[src/rtl/rr_mux_nch_if.sv]
// Handshake bundle for rr_mux_nch: N source channels in, one registered channel out.
// master drives the sources and the consumer's ready; slave is the mux itself.
interface rr_mux_nch_if #(
    parameter int W = 4,
    parameter int N = 4
);
    localparam int SELW = $clog2(N);

    logic [N*W-1:0]  in_data;
    logic [N-1:0]    in_valid;
    logic [N-1:0]    in_ready;
    logic            mode;
    logic [SELW-1:0] s;
    logic [W-1:0]    out_data;
    logic [SELW-1:0] out_src;
    logic            out_valid;
    logic            out_ready;

    modport master (
        output in_data,
        output in_valid,
        output mode,
        output s,
        output out_ready,
        input  in_ready,
        input  out_data,
        input  out_src,
        input  out_valid
    );

    modport slave (
        input  in_data,
        input  in_valid,
        input  mode,
        input  s,
        input  out_ready,
        output in_ready,
        output out_data,
        output out_src,
        output out_valid
    );
endinterface

[src/rtl/rr_mux_nch.sv]
// N-channel W-bit registered mux: round-robin arbitration (mode 0) or fixed select (mode 1).
// Latency: one cycle from input accept to out_valid; full throughput.
// Backpressure: while out_valid & ~out_ready the register holds and every in_ready is low.
module rr_mux_nch #(
    parameter int W = 4,
    parameter int N = 4
) (
    input  logic         clk,
    input  logic         rst_n,
    rr_mux_nch_if.slave  bus
);
    localparam int SELW = $clog2(N);
    localparam logic [N-1:0] ONE_N = {{(N-1){1'b0}}, 1'b1};

    logic [SELW-1:0] ptr;
    logic [W-1:0]    data_q;
    logic [SELW-1:0] src_q;
    logic            valid_q;

    logic            load;
    logic [N-1:0]    rr_hi;
    logic [N-1:0]    rr_pool;
    logic [N-1:0]    rr_grant;
    logic [N-1:0]    fix_grant;
    logic [N-1:0]    grant;
    logic [SELW-1:0] gidx;
    logic [W-1:0]    gdata;
    logic [SELW-1:0] ptr_nxt;

    assign load = ~valid_q | bus.out_ready;

    // Round-robin: lowest valid index at or above ptr, otherwise wrap to the lowest valid overall.
    assign rr_hi    = bus.in_valid & ({N{1'b1}} << ptr);
    assign rr_pool  = (|rr_hi) ? rr_hi : bus.in_valid;
    assign rr_grant = rr_pool & (~rr_pool + ONE_N);

    // An out-of-range select shifts the single bit off the top, giving no grant.
    assign fix_grant = (ONE_N << bus.s) & bus.in_valid;

    assign grant = bus.mode ? fix_grant : rr_grant;

    // rst_n gating keeps every in_ready low while reset is held.
    assign bus.in_ready = grant & {N{load & rst_n}};

    always_comb begin
        gidx  = '0;
        gdata = '0;
        for (int i = 0; i < N; i++) begin
            if (grant[i]) begin
                gidx  = SELW'(i);
                gdata = bus.in_data[i*W +: W];
            end
        end
    end

    assign ptr_nxt = (gidx == SELW'(N - 1)) ? '0 : gidx + SELW'(1);

    always_ff @(posedge clk or negedge rst_n) begin
        if (!rst_n) begin
            ptr     <= '0;
            data_q  <= '0;
            src_q   <= '0;
            valid_q <= 1'b0;
        end else if (load) begin
            if (|grant) begin
                data_q  <= gdata;
                src_q   <= gidx;
                valid_q <= 1'b1;
                if (!bus.mode) begin
                    ptr <= ptr_nxt;
                end
            end else begin
                valid_q <= 1'b0;
            end
        end
    end

    assign bus.out_data  = data_q;
    assign bus.out_src   = src_q;
    assign bus.out_valid = valid_q;

    a_ready_onehot: assert property (@(posedge clk) disable iff (!rst_n)
        $onehot0(bus.in_ready));

    a_stall_holds: assert property (@(posedge clk) disable iff (!rst_n)
        (valid_q && !bus.out_ready) |=> (valid_q && $stable(data_q) && $stable(src_q)));

    a_ready_needs_valid: assert property (@(posedge clk) disable iff (!rst_n)
        ((bus.in_ready & ~bus.in_valid) == '0));
endmodule

[src/flat_wrapper.sv]
// flat-port wrapper written by rule: the top's interface ports become plain ports
module rr_mux_nch_flat 
#(
    parameter int W = 4,
    parameter int N = 4
)
  (clk, rst_n, bus_in_data, bus_in_valid, bus_mode, bus_s, bus_out_ready, bus_in_ready, bus_out_data, bus_out_src, bus_out_valid);
  rr_mux_nch_if #(.W(W), .N(N)) bus_i ();
  input  logic clk;
  input  logic rst_n;
  input wire logic [$bits(bus_i.in_data)-1:0] bus_in_data;
  input wire logic [$bits(bus_i.in_valid)-1:0] bus_in_valid;
  input wire logic [$bits(bus_i.mode)-1:0] bus_mode;
  input wire logic [$bits(bus_i.s)-1:0] bus_s;
  input wire logic [$bits(bus_i.out_ready)-1:0] bus_out_ready;
  output wire logic [$bits(bus_i.in_ready)-1:0] bus_in_ready;
  output wire logic [$bits(bus_i.out_data)-1:0] bus_out_data;
  output wire logic [$bits(bus_i.out_src)-1:0] bus_out_src;
  output wire logic [$bits(bus_i.out_valid)-1:0] bus_out_valid;
  assign bus_i.in_data = bus_in_data;
  assign bus_i.in_valid = bus_in_valid;
  assign bus_i.mode = bus_mode;
  assign bus_i.s = bus_s;
  assign bus_i.out_ready = bus_out_ready;
  assign bus_in_ready = bus_i.in_ready;
  assign bus_out_data = bus_i.out_data;
  assign bus_out_src = bus_i.out_src;
  assign bus_out_valid = bus_i.out_valid;
  rr_mux_nch #(.W(W), .N(N)) u_core (.clk(clk), .rst_n(rst_n), .bus(bus_i));
endmodule
[config.mk]
export PLATFORM = sky130hd
export DESIGN_NAME = rr_mux_nch_flat
export DESIGN_NICKNAME = d
export VERILOG_FILES = /design/src/rtl/rr_mux_nch_if.sv /design/src/rtl/rr_mux_nch.sv /design/src/flat_wrapper.sv
export SDC_FILE = /design/constraint.sdc
export NUM_CORES = 1
export LEC_CHECK = 0
export ABC_AREA = 1
export BUFFER_PORTS_ARGS = -buffer_cell sky130_fd_sc_hd__buf_2
export CAP_MARGIN = 0
export CORE_UTILIZATION = 35
export DETAILED_ROUTE_END_ITERATION = 10
export SYNTH_ARGS = -nofsm -noshare
export SYNTH_HDL_FRONTEND = slang
export SYNTH_SLANG_ARGS = --single-unit
[constraint.sdc]
create_clock -name clk -period 2.48 [get_ports clk]
set_input_delay 0.248 -clock clk [delete_from_list [all_inputs] [get_ports clk]]
set_output_delay 0.248 -clock clk [all_outputs]
set_load 0.01 [all_outputs]
==> impl_metrics.env <==
export IMPL_hpwlAfterDp_um=1505
export IMPL_fillerInstances=219
export IMPL_cts_made_buffers=3
export IMPL_path_clk_slew_ns=0.06
export IMPL_p_leak_nw=0.5796
export IMPL_hold_path_end="u_core.bus.out_data[1]"
export IMPL_post_cts_buffers=0
export IMPL_setup_tns_ns=0
export IMPL_status="finished clean"
export IMPL_hold_class="primary input to register"
export IMPL_syn_num_nets=138
export IMPL_vias=834
export IMPL_yosysUniqueCellTypes=18
export IMPL_drc=0
export IMPL_clock_latency_ns=0.25
export IMPL_synth_avg_cell_area_sq_um=6.312
export IMPL_setup_viol=0
export IMPL_ys_seq_area_share_pct=31.86
export IMPL_cts_tree="built"
export IMPL_tightest_slew_ns=0.2767
export IMPL_r2r_start="u_core.ptr[1]"
export IMPL_drtPass1Iterations=4
export IMPL_internal_power_w=0.0004160
export IMPL_cp_start_kind="register"
export IMPL_ant_nets=0
export IMPL_grt_ovfl_total=0
export IMPL_cts_buffer_depth=2
export IMPL_cp_arrival_ns=1.74
export IMPL_port_buffers=36
export IMPL_die_h_um=46.94
export IMPL_synth_area_leaders="dfrtp_1 32%, nand2_1 19%, nand3_1 13%"
export IMPL_grt_setup_unrepaired="false"
export IMPL_timing_reg2reg_setup_slack_ns=0.77
export IMPL_multiInputGateArea_sq_um=421.7
export IMPL_fin_crit_sh_pct=80.27
export IMPL_gp_congestion=0.7959
export IMPL_cp_end_kind="output port"
export IMPL_die_w_um=46.94
export IMPL_synth_top_area_cell="dfrtp_1"
export IMPL_grt_pass1_wl_um=2732
export IMPL_dieArea_sq_mm=0.002203
export IMPL_fmax_mhz=502.4
export IMPL_start_util_pct=39.24
export IMPL_hold_violations=0
export IMPL_cts_num_sinks=9
export IMPL_area_sequential_sq_um=225.2
export IMPL_n_antenna_cell=0
export IMPL_drive_gt1_share_pct=33.99
export IMPL_post_drt_wl_per_cell_um=10.06
export IMPL_finalNonFillerCells=178
export IMPL_synth_area_sq_um=706.9
export IMPL_finalClockSkew_ns=0.001202
export IMPL_wirelength_um=1791
export IMPL_row_count=15
export IMPL_core_area_sq_mm=0.001802
export IMPL_synth_top_area_share_pct=31.86
export IMPL_max_slew_margin_pct=81.44
export IMPL_via_per_inst=4.685
export IMPL_critPathMaxFanout=5
export IMPL_vdd_drop_max_mv=0.5476
export IMPL_cap_violations=0
export IMPL_switchingPower_w=0.0003128
export IMPL_clockRootBuffer="clkbuf_4"
export IMPL_fin_crit_ns=1.991
export IMPL_finalMaxSlewViolations=0
export IMPL_p_comb_share_pct=50.8
export IMPL_p_sw_share_pct=42.92
export IMPL_yosysWarnings=0
export IMPL_crit_type="register to output port"
export IMPL_layout_nets=180
export IMPL_seqPwrFrac_pct=34.3
export IMPL_grt_pass1_vias=712
export IMPL_cts_hold_buffers=1
export IMPL_ios=37
export IMPL_syn_to_final_growth_pct=35.04
export IMPL_yosys_register_bits=9
export IMPL_p_per_area_mw_per_mm2=763.4
export IMPL_min_from="bus_in_data[5]"
export IMPL_timing_rr_end="u_core.bus.out_data[0]"
export IMPL_grt_start_max_net_pins=11
export IMPL_drt_iter0_drc=18
export IMPL_r2r_cells=10
export IMPL_cts_resized=0
export IMPL_grt_use_total_pct=17.17
export IMPL_whs_path_depth=5
export IMPL_power_frac_clock_pct=14.8
export IMPL_syn_inst=112
export IMPL_antenna_found_initial=0
export IMPL_cp_required_ns=2.23
export IMPL_htreeDepth=1
export IMPL_dpl_cell_count=173
-- cell type report --
cell class                 instances  area share [%]
clock buffer                       4           2.752
multi-input combinational         87           44.17
sequential                         9           23.59
tap                               25           3.277
timing repair buffer              37           19.92
inverter                          16           6.291
-- cell usage in the layout, fill, tap and decap left out --
cell type	count
o21ai_2	2
a21oi_1	4
clkbuf_4	3
nand3_4	1
o211ai_1	1
nand3_2	1
dfrtp_1	9
inv_1	13
clkbuf_1	1
nand4_1	3
nor2_1	13
inv_2	2
nand3_1	18
dlygate4sd3_1	1
or2_2	1
nor2_2	1
nand2_1	36
nand2_4	1
clkinv_1	1
nand2_2	4
o31ai_1	1
buf_2	36
-- worst max path at each step --
| stage | startpoint | end | slack [ns] | depth (start not counted) |
|---|---|---|---|---|
| 2_1_floorplan | u_core.ptr[1] | bus_in_ready[3] | 0.97 | 7 |
| 3_3_place_gp | u_core.ptr[1] | bus_in_ready[3] | 0.85 | 8 |
| 3_5_place_dp | u_core.ptr[1] | bus_in_ready[3] | 0.76 | 8 |
| 4_1_cts | u_core.ptr[1] | bus_in_ready[3] | 0.47 | 8 |
| 5_1_grt | u_core.ptr[1] | bus_in_ready[3] | 0.35 | 8 |
| 6_report | u_core.ptr[1] | bus_in_ready[3] | 0.49 | 8 |
-- sequential cells by signal, summed over array words and instances, names as in the netlist --
name and count:
u_core.bus.out_data 4, u_core.ptr 2, u_core.bus.out_src 2, u_core.bus.out_valid 1
-- stage by stage --
| stage | worst slack [ns] | total power [W] | hold WS, ns | util (%) | instance area (sq um) |
|---|---|---|---|---|---|
| after floorplan | 0.9706 | 0.0004954 | -0.04759 | - | 706.9 |
| after global placement | 0.8479 | 0.0006156 | 0.1135 | 50.97 | 918.4 |
| after detailed placement | 0.7648 | 0.0006267 | 0.1150 | 50.97 | 918.4 |
| after CTS | 0.4746 | 0.0007406 | 0.3342 | 52.99 | 954.7 |
| after global routing | 0.3503 | 0.0008024 | 0.3502 | 52.99 | 954.7 |
| final | 0.4894 | 0.0007288 | 0.3368 | 52.99 | 954.7 |
-- critical path, stage by stage (launching register included) --
cell	delay, ns
dfrtp_1	0.42
inv_1	0.09
nand2_1	0.10
nand4_1	0.12
nand3_2	0.11
o21ai_2	0.26
nand2_2	0.15
nor2_1	0.11
buf_2	0.13
-- Yosys cell counts --
| library cell | count |
|---|---|
| inv_2 | 2 |
| o211ai_1 | 1 |
| nor2_1 | 13 |
| nand3_4 | 1 |
| nand3_2 | 1 |
| dfrtp_1 | 9 |
| o31ai_1 | 1 |
| nand2_2 | 4 |
| or2_2 | 1 |
| nor2_2 | 1 |
| nand3_1 | 18 |
| a21oi_1 | 4 |
| o21ai_2 | 2 |
| nand2_1 | 36 |
| nand2_4 | 1 |
| clkinv_1 | 1 |
| inv_1 | 13 |
| nand4_1 | 3 |
-- logic make-up after synthesis --
group / count (synthesis) / synth area share (%)
buf+inv: 16 / 8.496
flops: 9 / 31.86
compound gates: 8 / 7.435
simple gates: 79 / 52.21
-- power by group through the flow --
stage / Sequential (W) / Combinational [W] / Clock (W)
2_1_floorplan: 0.000275 / 0.000220 / 0
3_3_place_gp: 0.000250 / 0.000366 / 0
4_1_cts: 0.000252 / 0.000376 / 0.000113
6_report: 0.000250 / 0.000370 / 0.000108
5_1_grt: 0.000260 / 0.000419 / 0.000123
3_5_place_dp: 0.000254 / 0.000373 / 0
-- per-layer routing --
metal  track usage (%)  vias up  part of all wire, %  routed length [um]
li1                  -      440                    -                   -
met1             22.38      362                   48                 867
met2             28.33       32                   46                 823
met3             6.154        0                  5.6                 101
met4             1.714        0                    0                   0
met5                 0        -                    0                   0
Power figures use the tool's default switching activity.
